File: src/rtl/masked_share_encoder.sv
// masked_share_encoder: front end of the 2-share masked datapath.
// Takes a plaintext word, gathers WIDTH+NREF fresh random bits one per RNG
// handshake, then presents Boolean shares (share0 ^ share1 = plaintext)
// together with NREF refresh bits for the downstream masked gates.
// Plaintext and random material are wiped as soon as the shares are formed,
// and the shares are wiped once the consumer has taken them.
module masked_share_encoder #(
  parameter int WIDTH = 3,
  parameter int NREF  = 2
) (
  input  logic             clk,
  input  logic             rst_n,
  input  logic             clear,
  input  logic             in_valid,
  input  logic [WIDTH-1:0] in_data,
  output logic             in_ready,
  input  logic             rnd_valid,
  input  logic             rnd_bit,
  output logic             rnd_ready,
  output logic             out_valid,
  output logic [WIDTH-1:0] out_share0,
  output logic [WIDTH-1:0] out_share1,
  output logic [NREF-1:0]  out_rn,
  input  logic             out_ready
);

  localparam int NRND = WIDTH + NREF;
  localparam int CW   = $clog2(NRND + 1);
  localparam logic [CW-1:0] LAST_IDX = CW'(NRND - 1);

  typedef enum logic [1:0] {
    S_IDLE    = 2'd0,
    S_COLLECT = 2'd1,
    S_OUT     = 2'd2
  } state_t;

  state_t           r_state;
  logic [WIDTH-1:0] r_pt;
  logic [NRND-1:0]  r_rnd;
  logic [CW-1:0]    r_cnt;
  logic [WIDTH-1:0] r_share0;
  logic [WIDTH-1:0] r_share1;
  logic [NREF-1:0]  r_rn;

  // Random register with the incoming bit merged in at the current index,
  // so the final bit can feed the share computation on the same edge.
  logic [NRND-1:0]  w_rnd_next;

  // Merge the offered random bit into its slot.
  always_comb begin
    // NOTE: every always_comb output gets a full default first so no latch is inferred.
    w_rnd_next        = r_rnd;
    w_rnd_next[r_cnt] = rnd_bit;
  end

  // Encoder FSM with all datapath registers; clear and reset zeroize everything.
  always_ff @(posedge clk or negedge rst_n) begin
    // NOTE: the random and plaintext registers are reset too: they hold secrets
    // and must never survive a reset with stale contents.
    if (!rst_n) begin
      r_state  <= S_IDLE;
      r_pt     <= '0;
      r_rnd    <= '0;
      r_cnt    <= '0;
      r_share0 <= '0;
      r_share1 <= '0;
      r_rn     <= '0;
    end else if (clear) begin
      // NOTE: sequential state uses <= so every register samples pre-edge values.
      r_state  <= S_IDLE;
      r_pt     <= '0;
      r_rnd    <= '0;
      r_cnt    <= '0;
      r_share0 <= '0;
      r_share1 <= '0;
      r_rn     <= '0;
    end else begin
      case (r_state)
        S_IDLE: begin
          if (in_valid) begin
            r_pt    <= in_data;
            r_rnd   <= '0;
            r_cnt   <= '0;
            r_state <= S_COLLECT;
          end
        end

        S_COLLECT: begin
          if (rnd_valid) begin
            if (r_cnt == LAST_IDX) begin
              // Shares are formed directly from the registered plaintext and
              // the completed mask; the sources are wiped on the same edge.
              r_share0 <= r_pt ^ w_rnd_next[WIDTH-1:0];
              r_share1 <= w_rnd_next[WIDTH-1:0];
              r_rn     <= w_rnd_next[NRND-1:WIDTH];
              r_pt     <= '0;
              r_rnd    <= '0;
              r_cnt    <= '0;
              r_state  <= S_OUT;
            end else begin
              r_rnd <= w_rnd_next;
              r_cnt <= r_cnt + CW'(1);
            end
          end
        end

        S_OUT: begin
          if (out_ready) begin
            r_share0 <= '0;
            r_share1 <= '0;
            r_rn     <= '0;
            r_state  <= S_IDLE;
          end
        end

        default: begin
          r_state <= S_IDLE;
        end
      endcase
    end
  end

  // Handshake flags are pure decodes of the registered state.
  assign in_ready   = (r_state == S_IDLE);
  assign rnd_ready  = (r_state == S_COLLECT);
  assign out_valid  = (r_state == S_OUT);
  assign out_share0 = r_share0;
  assign out_share1 = r_share1;
  assign out_rn     = r_rn;

endmodule

File: config.mk
export PLATFORM = sky130hd
export DESIGN_NAME = masked_share_encoder
export DESIGN_NICKNAME = d
export VERILOG_FILES = /design/src/rtl/masked_share_encoder.sv
export SDC_FILE = /design/constraint.sdc
export NUM_CORES = 1
export LEC_CHECK = 0
export CORE_MARGIN = 1.5
export CORE_UTILIZATION = 40
export DETAILED_ROUTE_END_ITERATION = 10
export PLACE_DENSITY = 0.62
export SLEW_MARGIN = 5
export SYNTH_ARGS = -nofsm -noshare
export SYNTH_HDL_FRONTEND = slang
export SYNTH_SLANG_ARGS = --single-unit
File: constraint.sdc
create_clock -name clk -period 3.52 [get_ports clk]
set_input_delay 0.704 -clock clk [delete_from_list [all_inputs] [get_ports clk]]
set_output_delay 0.704 -clock clk [all_outputs]
set_load 0.03 [all_outputs]
==> key figures, run 1 <==
Placement
  – DP Wirelength: 1.60 mm
  – PortBufs: 20
  – GPL Wtd Cong: 0.737
  – Post-placement cell area: 1330 µm²

Global route
  – Initial antenna violation count: 0
  – Grt peak-use layer: met2
  – Global-route wire length before repair: 4.06 mm
  – M2 GR Usage: 0.243
  – Gr usage total: 0.163
  – Met1 usage: 0.240
  – Largest net degree at the start of global routing: 23
  – Met3 Resource Use GR: 0.0256
  – Vias in the first global route: 869
  – Total grt overflow: 0

Setup path
  – Crit path kind: flip-flop to output pin
  – Crit path DAT: 1.76 ns
  – Startpoint types: flip-flop
  – Crit end category: output pin
  – Max FO, Critical Path: 9
  – Critical Path RT: 2.82 ns

Synthesis
  – Cells after Synth: 104
  – Sequential area share after synthesis: 0.471
  – Syn Nets: 116
  – Synth Warn #: 0
  – Avg Cell Area, Syn: 10.7 µm²
  – Top-area cell type share of the netlist area: 0.471
  – Cell area after synthesis: 1110 µm²
  – Most frequent cells after synthesis: dfrtp_1, nor2_1, nand2_1
  – Seq cells post-synth: 21
  – Number of synthesized flops with an enable pin: 0
  – Ys flop type: dfrtp_1
  – Most frequent cell after synthesis: dfrtp_1
  – Yosys top cell by area: dfrtp_1
  – Async SR Flop Fraction: 1.00
  – Synth unique cells: 34
  – Synth area leaders: dfrtp_1, mux2i_1, a2bb2oi_1

Clocking
  – CTS resizes: 0
  – Max Buffers Root-to-Sink: 2
  – Clk sinks: 21
  – Hold buffer count at CTS: 0
  – Clock H-tree levels: 1
  – Clock Pin Slew Worst Setup and Hold Paths: 0.12 ns
  – Clock insertion delay at the later pin of the skew report: 0.30 ns
  – Post-CTS setup buffers: 0
  – Num CTS Buffers: 3
  – CTS tree: built
  – Root buf cell: clkbuf_4

Power and ir drop
  – Sw Share: 0.275
  – Pwr/cell area: 328 nW/µm²
  – Power Total: 443 µW
  – P_int: 321 µW
  – Reg power frac: 0.578
  – Logic pwr share: 0.156
  – Sw power: 122 µW
  – Clock Power Share: 0.265
  – Leakage power: 0.000597 µW
  – Peak supply drop: 0.000202 V

STA
  – Unrepaired setup endpoints after global routing: false
  – Rel. slew slack: 0.381
  – Final Hold Viols: 0
  – Final setup viols: 0
  – Slew of the pin with the lowest slew margin: 0.925 ns
  – Setup TNS: 0 ns
  – Max Slew Vio Count: 0
  – Hold Slack: 0.494 ns
  – Achievable frequency: 0.406 GHz
  – Setup Skew: 0.00653 ns
  – Tmin final: 2.47 ns
  – Final period util: 0.701

Detailed routing
  – Routed vias: 835
  – # DRC: 0
  – Mean routed wirelength per cell: 14.7 µm
  – First DRT Iteration DRCs: 37
  – Vias per inst: 5.46
  – Drt pass-1 iters: 4
  – ANT nets after route: 0
  – Routed WL: 2.25 mm

Run
  – Max-Cap Viols: 0

Final layout
  – Nets: 136
  – ANT cells: 0
  – Area Overhead vs Synth: 21.4%
  – Ratio of cells with drive above 1 in the final layout: 0.106
  – Design area: 1350 µm²
  – Fin util: 0.527

Run status
  – Status: finished, final reports clean

Floorplanning
  – Die area: 3110 µm²
  – Core Box Area: 2570 µm²
  – Die W: 55.8 µm
  – I/O Pins: 21
  – Die Ht: 55.8 µm
  – Row count: 18
  – Starting Density: 0.434

Hold path
  – HP Class: flip-flop to flip-flop
[through the flow]
step | instances | worst slack, ns
detailed placement | 149 | 0.983
finish | 153 | 1.05
floorplan | 104 | 1.85
CTS | 153 | 1.04
global route | 153 | 0.975
global placement | 149 | 1.04
[state kept, by name (all words and copies together) (netlist names)]
name	flops
r_rnd	5
out_share0	3
out_share1	3
r_cnt	3
r_pt	3
out_rn	2
r_state	2
[worst max-delay path, cell delays in order, from the launching register on]
cell and delay, ns:
dfrtp_1 0.43, nand2b_1 0.18, inv_2 0.16, clkdlybuf4s50_1 0.70
[path summary, 6_finish.rpt]
check / endpoint / slack, ns / startpoint / depth (start not counted)
worst min-delay path: r_rnd[0] / 0.49 / r_rnd[0] / 2
max in group asynchronous: r_state[1] / 2.05 / rst_n / 1
worst max register to register: out_share0[2] / 1.77 / r_cnt[0] / 6
worst min register to register: r_rnd[0] / 0.49 / r_rnd[0] / 2
min in group asynchronous: r_rnd[2] / 0.90 / rst_n / 1
worst max-delay path: rnd_ready / 1.05 / r_state[1] / 3
[final cells by class]
cell class	count	area (µm²)
Tap cell	30	37.5
Clock inverter	1	5.00
Timing Repair Buffer	20	200
Clock buffer	3	22.5
Sequential cell	21	526
Fill cell	254	1210
Inverter	5	18.8
Multi-Input combinational cell	73	544
[power groups by stage]
stage          Clock (µW)  Combinational (µW)  Sequential (µW)
2_1_floorplan           0                43.2              259
3_3_place_gp            0                69.2              261
3_5_place_dp            0                70.5              261
4_1_cts               124                70.5              256
5_1_grt               131                77.2              258
6_report              118                69.3              257
[kinds of logic after synthesis]
kind of cell / synth area share
simple gates: 0.239
compound gates: 0.162
flops: 0.471
buf+inv: 0.0404
mux: 0.0651
fa+ha+maj: 0.0224
[cells in the final DEF (no fill, tap or decap), types with 3 or more instances in the layout]
cell,netlist,routed
dfrtp_1,21,21
nand3b_1,5,5
nand2_1,6,6
nand3_1,3,3
mux2i_1,5,5
a21o_1,3,3
nor2_1,9,9
nand4b_1,3,3
or4_1,3,3
nor4b_1,3,3
clkbuf_4,0,3
o31ai_1,5,5
a2bb2oi_1,5,5
clkdlybuf4s50_1,0,20
inv_1,4,4
[layer usage]
metal | wire length, µm | vias to the layer above
li1 | - | 422
met1 | 1160 | 395
met2 | 1020 | 14
met3 | 55 | 4
met4 | 22 | 0
met5 | 0 | -
Power figures use the tool's default switching activity.
==> run 2, diff against run 1 <==
PLACE_DENSITY = 0.64   (was 0.62)
clock period = 2.2 ns   (was 3.52 ns; I/O delays follow)
==> key figures, run 2 (synthesized netlist as in run 1, its figures left out) <==
Final layout
  – Fill cells: 247
  – Nets: 139
  – Commonest non-fill, non-tap cell in the layout: dfrtp_1
  – Number of flip-flops in the largest register: 5
  – ANT cells: 0
  – Most frequent cells in the layout: dfrtp_1, clkdlybuf4s50_1, nor2_1
  – Biggest register: r_rnd
  – Area Overhead vs Synth: 23.6%
  – Ratio of cells with drive above 1 in the final layout: 0.127

Detailed routing
  – Routed WL: 2.40 mm
  – First DRT Iteration DRCs: 6
  – # DRC: 0
  – ANT nets after route: 0
  – Drt pass-1 iters: 4
  – Mean routed wirelength per cell: 15.4 µm
  – Routed vias: 864
  – Vias per inst: 5.54

Clocking
  – Clock H-tree levels: 1
  – Post-CTS setup buffers: 0
  – Clock insertion delay at the later pin of the skew report: 0.30 ns
  – Max Buffers Root-to-Sink: 2
  – Root buf cell: clkbuf_4
  – Num CTS Buffers: 3
  – Clock Pin Slew Worst Setup and Hold Paths: 0.12 ns
  – Clk sinks: 21
  – CTS tree: built

Placement
  – PortBufs: 20
  – DP Wirelength: 1.69 mm
  – GPL Wtd Cong: 0.745

Setup path
  – End of the critical path: in_ready
  – Bufs and invs on worst path: 1
  – Crit path DAT: 1.55 ns
  – Crit path from: r_state[0]
  – Critical Path RT: 1.76 ns
  – Launching point of the worst reg2reg path: r_cnt[0]
  – Worst path cell trace: nor2_1, clkdlybuf4s50_1
  – Crit path kind: flip-flop to output pin
  – Worst r2r path cells: 6
  – Max FO, Critical Path: 6
  – R2R Setup Slk: 0.42 ns
  – Crit end category: output pin
  – Slowest cell delay on critical path: 0.68 ns
  – CP Depth: 2
  – Reg-to-Reg End: out_share0[1]
  – CP delay by family, top: buffers and inverters
  – Startpoint types: flip-flop
  – Crit-path slowest cell: clkdlybuf4s50_1

Power and ir drop
  – Leakage power: 0.000632 µW
  – Pwr/cell area: 520 nW/µm²
  – Peak supply drop: 0.000268 V
  – Clock Power Share: 0.264
  – Sw power: 200 µW
  – Reg power frac: 0.572
  – P_int: 517 µW
  – Sw Share: 0.279
  – Logic pwr share: 0.163

Global route
  – Global-route wire length before repair: 4.11 mm
  – Initial antenna violation count: 0
  – Vias in the first global route: 876
  – Largest net degree at the start of global routing: 22
  – Gr usage total: 0.165
  – Total grt overflow: 0

STA
  – Final Hold Viols: 0
  – Slew of the pin with the lowest slew margin: 0.408 ns
  – Achievable frequency: 0.502 GHz
  – Unrepaired setup endpoints after global routing: false
  – Hold Slack: 0.464 ns
  – Max Slew Vio Count: 0
  – Setup TNS: 0 ns
  – Final setup viols: 0
  – Tmin final: 1.99 ns
  – Final period util: 0.906
  – Rel. slew slack: 0.720
  – Setup Skew: 0.00176 ns

Floorplanning
  – Die Ht: 55.8 µm
  – I/O Pins: 21
  – Core Box Area: 2570 µm²
  – Starting Density: 0.434
  – Die area: 3110 µm²
  – Die W: 55.8 µm
  – Row count: 18

Run status
  – Status: finished, final reports clean

Run
  – Max-Cap Viols: 0

Hold path
  – HP Class: primary input to asynchronous set/reset pin
-- run 2: cell types whose count changed in the layout (fill, tap and decap cells not counted), sizes merged --
cell / delta
dlymetal6s2s: +1
buf: +3
dlygate4sd2: +1
clkdlybuf4s50: -2
-- run 2: metrics by stage --
step	std cells	instance area (µm²)	total power, µW	setup WS [ns]	utilization
final	156	1380	717	0.207	0.537
after global routing	156	1380	754	0.166	0.537
after CTS	156	1380	732	0.0356	0.536
after detailed placement	152	1350	537	0.245	0.525
after global placement	152	1350	534	0.281	0.525
after floorplan	104	1110	483	0.636	-
-- run 2: how the worst min path moves through the flow --
stage,end,slack (ns),depth (start not counted)
after floorplan,out_rn[0],0.14,0
after global placement,r_rnd[0],0.46,2
after detailed placement,r_rnd[0],0.47,2
after CTS,r_rnd[2],0.46,2
after global routing,r_rnd[3],0.47,2
final,r_cnt[1],0.46,2
-- run 2: layout make-up --
class	count	area (µm²)	area share
Multi-Input combinational cell	73	544	0.395
Sequential cell	21	526	0.381
Timing Repair Buffer	23	224	0.163
Tap cell	30	37.5	0.0272
Clock buffer	3	22.5	0.0163
Inverter	5	18.8	0.0136
Clock inverter	1	5.00	0.00363
-- run 2: layer usage --
metal	track usage	wire length [µm]	vias to the layer above	part of all wire
met1	0.240	1220	422	0.51
met5	0	0	-	0
li1	-	-	425	-
met3	0.0256	75	2	0.031
met2	0.247	1080	15	0.45
met4	0.0627	21	0	0.0088
-- run 2: power by group through the flow --
| stage | sequential (µW) | clock [µW] | combinational [µW] |
|---|---|---|---|
| detailed placement | 418 | 0 | 119 |
| global placement | 417 | 0 | 117 |
| global route | 412 | 213 | 129 |
| CTS | 410 | 203 | 118 |
| floorplan | 414 | 0 | 69.1 |
| finish | 410 | 189 | 117 |
-- run 2: timing repair --
action	in CTS	in global routing
hold buffers	0	0
endpoints found under the setup margin	1	1
resized for setup	1	1
cloned	0	0
endpoints found under the hold margin	0	0
==> run 3, diff against run 2 <==
ABC_AREA = 1   (was unset)
PLACE_DENSITY = unset   (was 0.64)
PLACE_DENSITY_LB_ADDON = 0.2   (was unset)
==> key figures, run 3 <==
Run status
  – Status: complete, but fails checks
  – Failing checks: design-rule violations

Global route
  – Largest net degree at the start of global routing: 22
  – Vias in the first global route: 1043
  – Total grt overflow: 0
  – Initial antenna violation count: 0
  – Global-route wire length before repair: 4.48 mm
  – Gr usage total: 0.174

STA
  – Rel. slew slack: 0.783
  – Final setup viols: 0
  – Final Hold Viols: 0
  – Slew of the pin with the lowest slew margin: 0.325 ns
  – Tmin final: 2.14 ns
  – Unrepaired setup endpoints after global routing: false
  – Achievable frequency: 0.467 GHz
  – Final period util: 0.973
  – Setup Skew: 0.00489 ns
  – Setup TNS: 0 ns
  – Max Slew Vio Count: 0

Synthesis
  – Most frequent cell after synthesis: nand2_1
  – XOR/XNOR Fraction of Synth Area: 0.00731
  – Most frequent cells after synthesis: nand2_1, dfrtp_1, inv_1, nor2_1, nand3_1
  – Number of synthesized flops with an enable pin: 0
  – Post-synthesis simple-gate area fraction: 0.382
  – Async SR Flop Fraction: 1.00
  – Synth area leaders: dfrtp_1, nand2_1, inv_1
  – Avg Cell Area, Syn: 7.40 µm²
  – Top-area cell type share of the netlist area: 0.438
  – Sequential area share after synthesis: 0.438
  – Ys flop type: dfrtp_1
  – Seq cells post-synth: 21
  – Area share of fa/ha/maj cells after synthesis: 0.0209
  – Synth Warn #: 0
  – Cell area after synthesis: 1200 µm²
  – Yosys top cell by area: dfrtp_1
  – Compound-gate portion of the synthesized area: 0.0731
  – Largest family of logic cells by synthesized area: simple AND/OR/NAND/NOR gates
  – Synth unique cells: 22
  – Post-synthesis mux area share: 0
  – Cells after Synth: 162
  – Syn Nets: 174

Placement
  – DP Wirelength: 2.00 mm
  – GPL Wtd Cong: 0.796
  – PortBufs: 20

Clocking
  – Clock insertion delay at the later pin of the skew report: 0.31 ns
  – Clock Pin Slew Worst Setup and Hold Paths: 0.11 ns
  – Clock H-tree levels: 1
  – Num CTS Buffers: 3
  – Max Buffers Root-to-Sink: 2
  – CTS tree: built
  – Post-CTS setup buffers: 0
  – Clk sinks: 21
  – Root buf cell: clkbuf_4

Final layout
  – Commonest non-fill, non-tap cell in the layout: nand2_1
  – Nets: 199
  – Multi-input logic area: 579 µm²
  – Ratio of cells with drive above 1 in the final layout: 0.0914
  – ANT cells: 0
  – Number of flip-flops in the largest register: 5
  – Biggest register: r_rnd
  – Fill cells: 280
  – Area Overhead vs Synth: 21.7%
  – Register area: 526 µm²
  – Most frequent cells in the layout: nand2_1, dfrtp_1, clkdlybuf4s50_1

Setup path
  – Worst path cell trace: inv_2, nor2_4, clkdlybuf4s50_1
  – Crit path DAT: 1.70 ns
  – Worst r2r path cells: 8
  – Bufs and invs on worst path: 2
  – Critical Path RT: 1.76 ns
  – Reg-to-Reg End: out_share0[0]
  – CP delay by family, top: buffers and inverters
  – Crit path kind: flip-flop to output pin
  – Max FO, Critical Path: 5
  – R2R Setup Slk: 0.43 ns
  – Slowest cell delay on critical path: 0.70 ns
  – Crit end category: output pin
  – Startpoint types: flip-flop
  – Launching point of the worst reg2reg path: r_cnt[0]
  – Crit-path slowest cell: clkdlybuf4s50_1

Floorplanning
  – Core Box Area: 2810 µm²
  – Row count: 19
  – Starting Density: 0.427
  – Die area: 3330 µm²
  – Die W: 57.7 µm
  – I/O Pins: 21
  – Die Ht: 57.7 µm

Power and ir drop
  – Pwr/cell area: 856 nW/µm²
  – Power Total: 1250 µW
  – Peak supply drop: 0.000542 V
  – Leakage power: 0.000752 µW

Detailed routing
  – Vias per inst: 4.91
  – First DRT Iteration DRCs: 41
  – Top sig layer: met4
  – Routed vias: 1066
  – Routed length on met1: 1.14 mm
  – Routed wl met2: 1.22 mm
  – Met3 Wirelength: 126 µm
  – # DRC: 5
  – Mean routed wirelength per cell: 11.6 µm
  – Drt pass-1 iters: 8
  – ANT nets after route: 0
  – Routed WL: 2.51 mm

Hold path
  – HP Class: primary input to asynchronous set/reset pin

Run
  – Max-Cap Viols: 0
run 3: worst max-delay path by stage:
stage	start	endpoint	cells after the start
floorplan	r_state[1]	r_cnt[1]	6
global placement	r_state[0]	rnd_ready	3
detailed placement	clear	r_pt[1]	7
CTS	r_state[1]	rnd_ready	2
global route	r_state[0]	rnd_ready	3
finish	r_state[0]	rnd_ready	3
run 3: layout make-up:
class / count / share of cell area
multi-input cells: 119 / 0.397
flip-flops and latches: 21 / 0.360
repair buffers: 21 / 0.144
inverters: 21 / 0.0540
well taps: 31 / 0.0266
clock buffers: 4 / 0.0180
run 3: repair_timing:
action,in CTS,in global routing
endpoints found under the setup margin,0,1
gates resized for setup,0,1
hold buffers,0,0
run 3: logic make-up after synthesis:
| group | after synthesis |
|---|---|
| AOI/OAI and AO/OA | 16 |
| xor gates and xnor gates | 1 |
| adders and majority gates | 2 |
| buffers and inverters | 22 |
| DFF | 21 |
| and+or+nand+nor | 100 |
run 3: metrics by stage:
stage | instance area [µm²] | hold slack [ns] | worst slack, ns | utilization | std cells
finish | 1460 | 0.465 | 0.0595 | 0.520 | 217
global route | 1460 | 0.480 | 0.00389 | 0.520 | 217
CTS | 1460 | 0.475 | 0.0627 | 0.519 | 217
detailed placement | 1430 | 0.466 | 0.390 | 0.510 | 213
global placement | 1430 | 0.466 | 0.421 | 0.510 | 213
floorplan | 1200 | 0.144 | 0.697 | - | 162
run 3: metal layers:
| metal | global-route usage | vias up |
|---|---|---|
| met5 | 0 | - |
| met4 | 0.0399 | 0 |
| met3 | 0.0491 | 4 |
| met2 | 0.284 | 24 |
| met1 | 0.229 | 483 |
| li1 | - | 555 |
run 3: power breakdown:
group / leakage [µW] / internal [µW] / switching [µW] / total, µW
Clock: 0.0000150 / 70.8 / 113 / 184
Combinational: 0.000449 / 196 / 364 / 560
Sequential: 0.000288 / 445 / 60.3 / 505
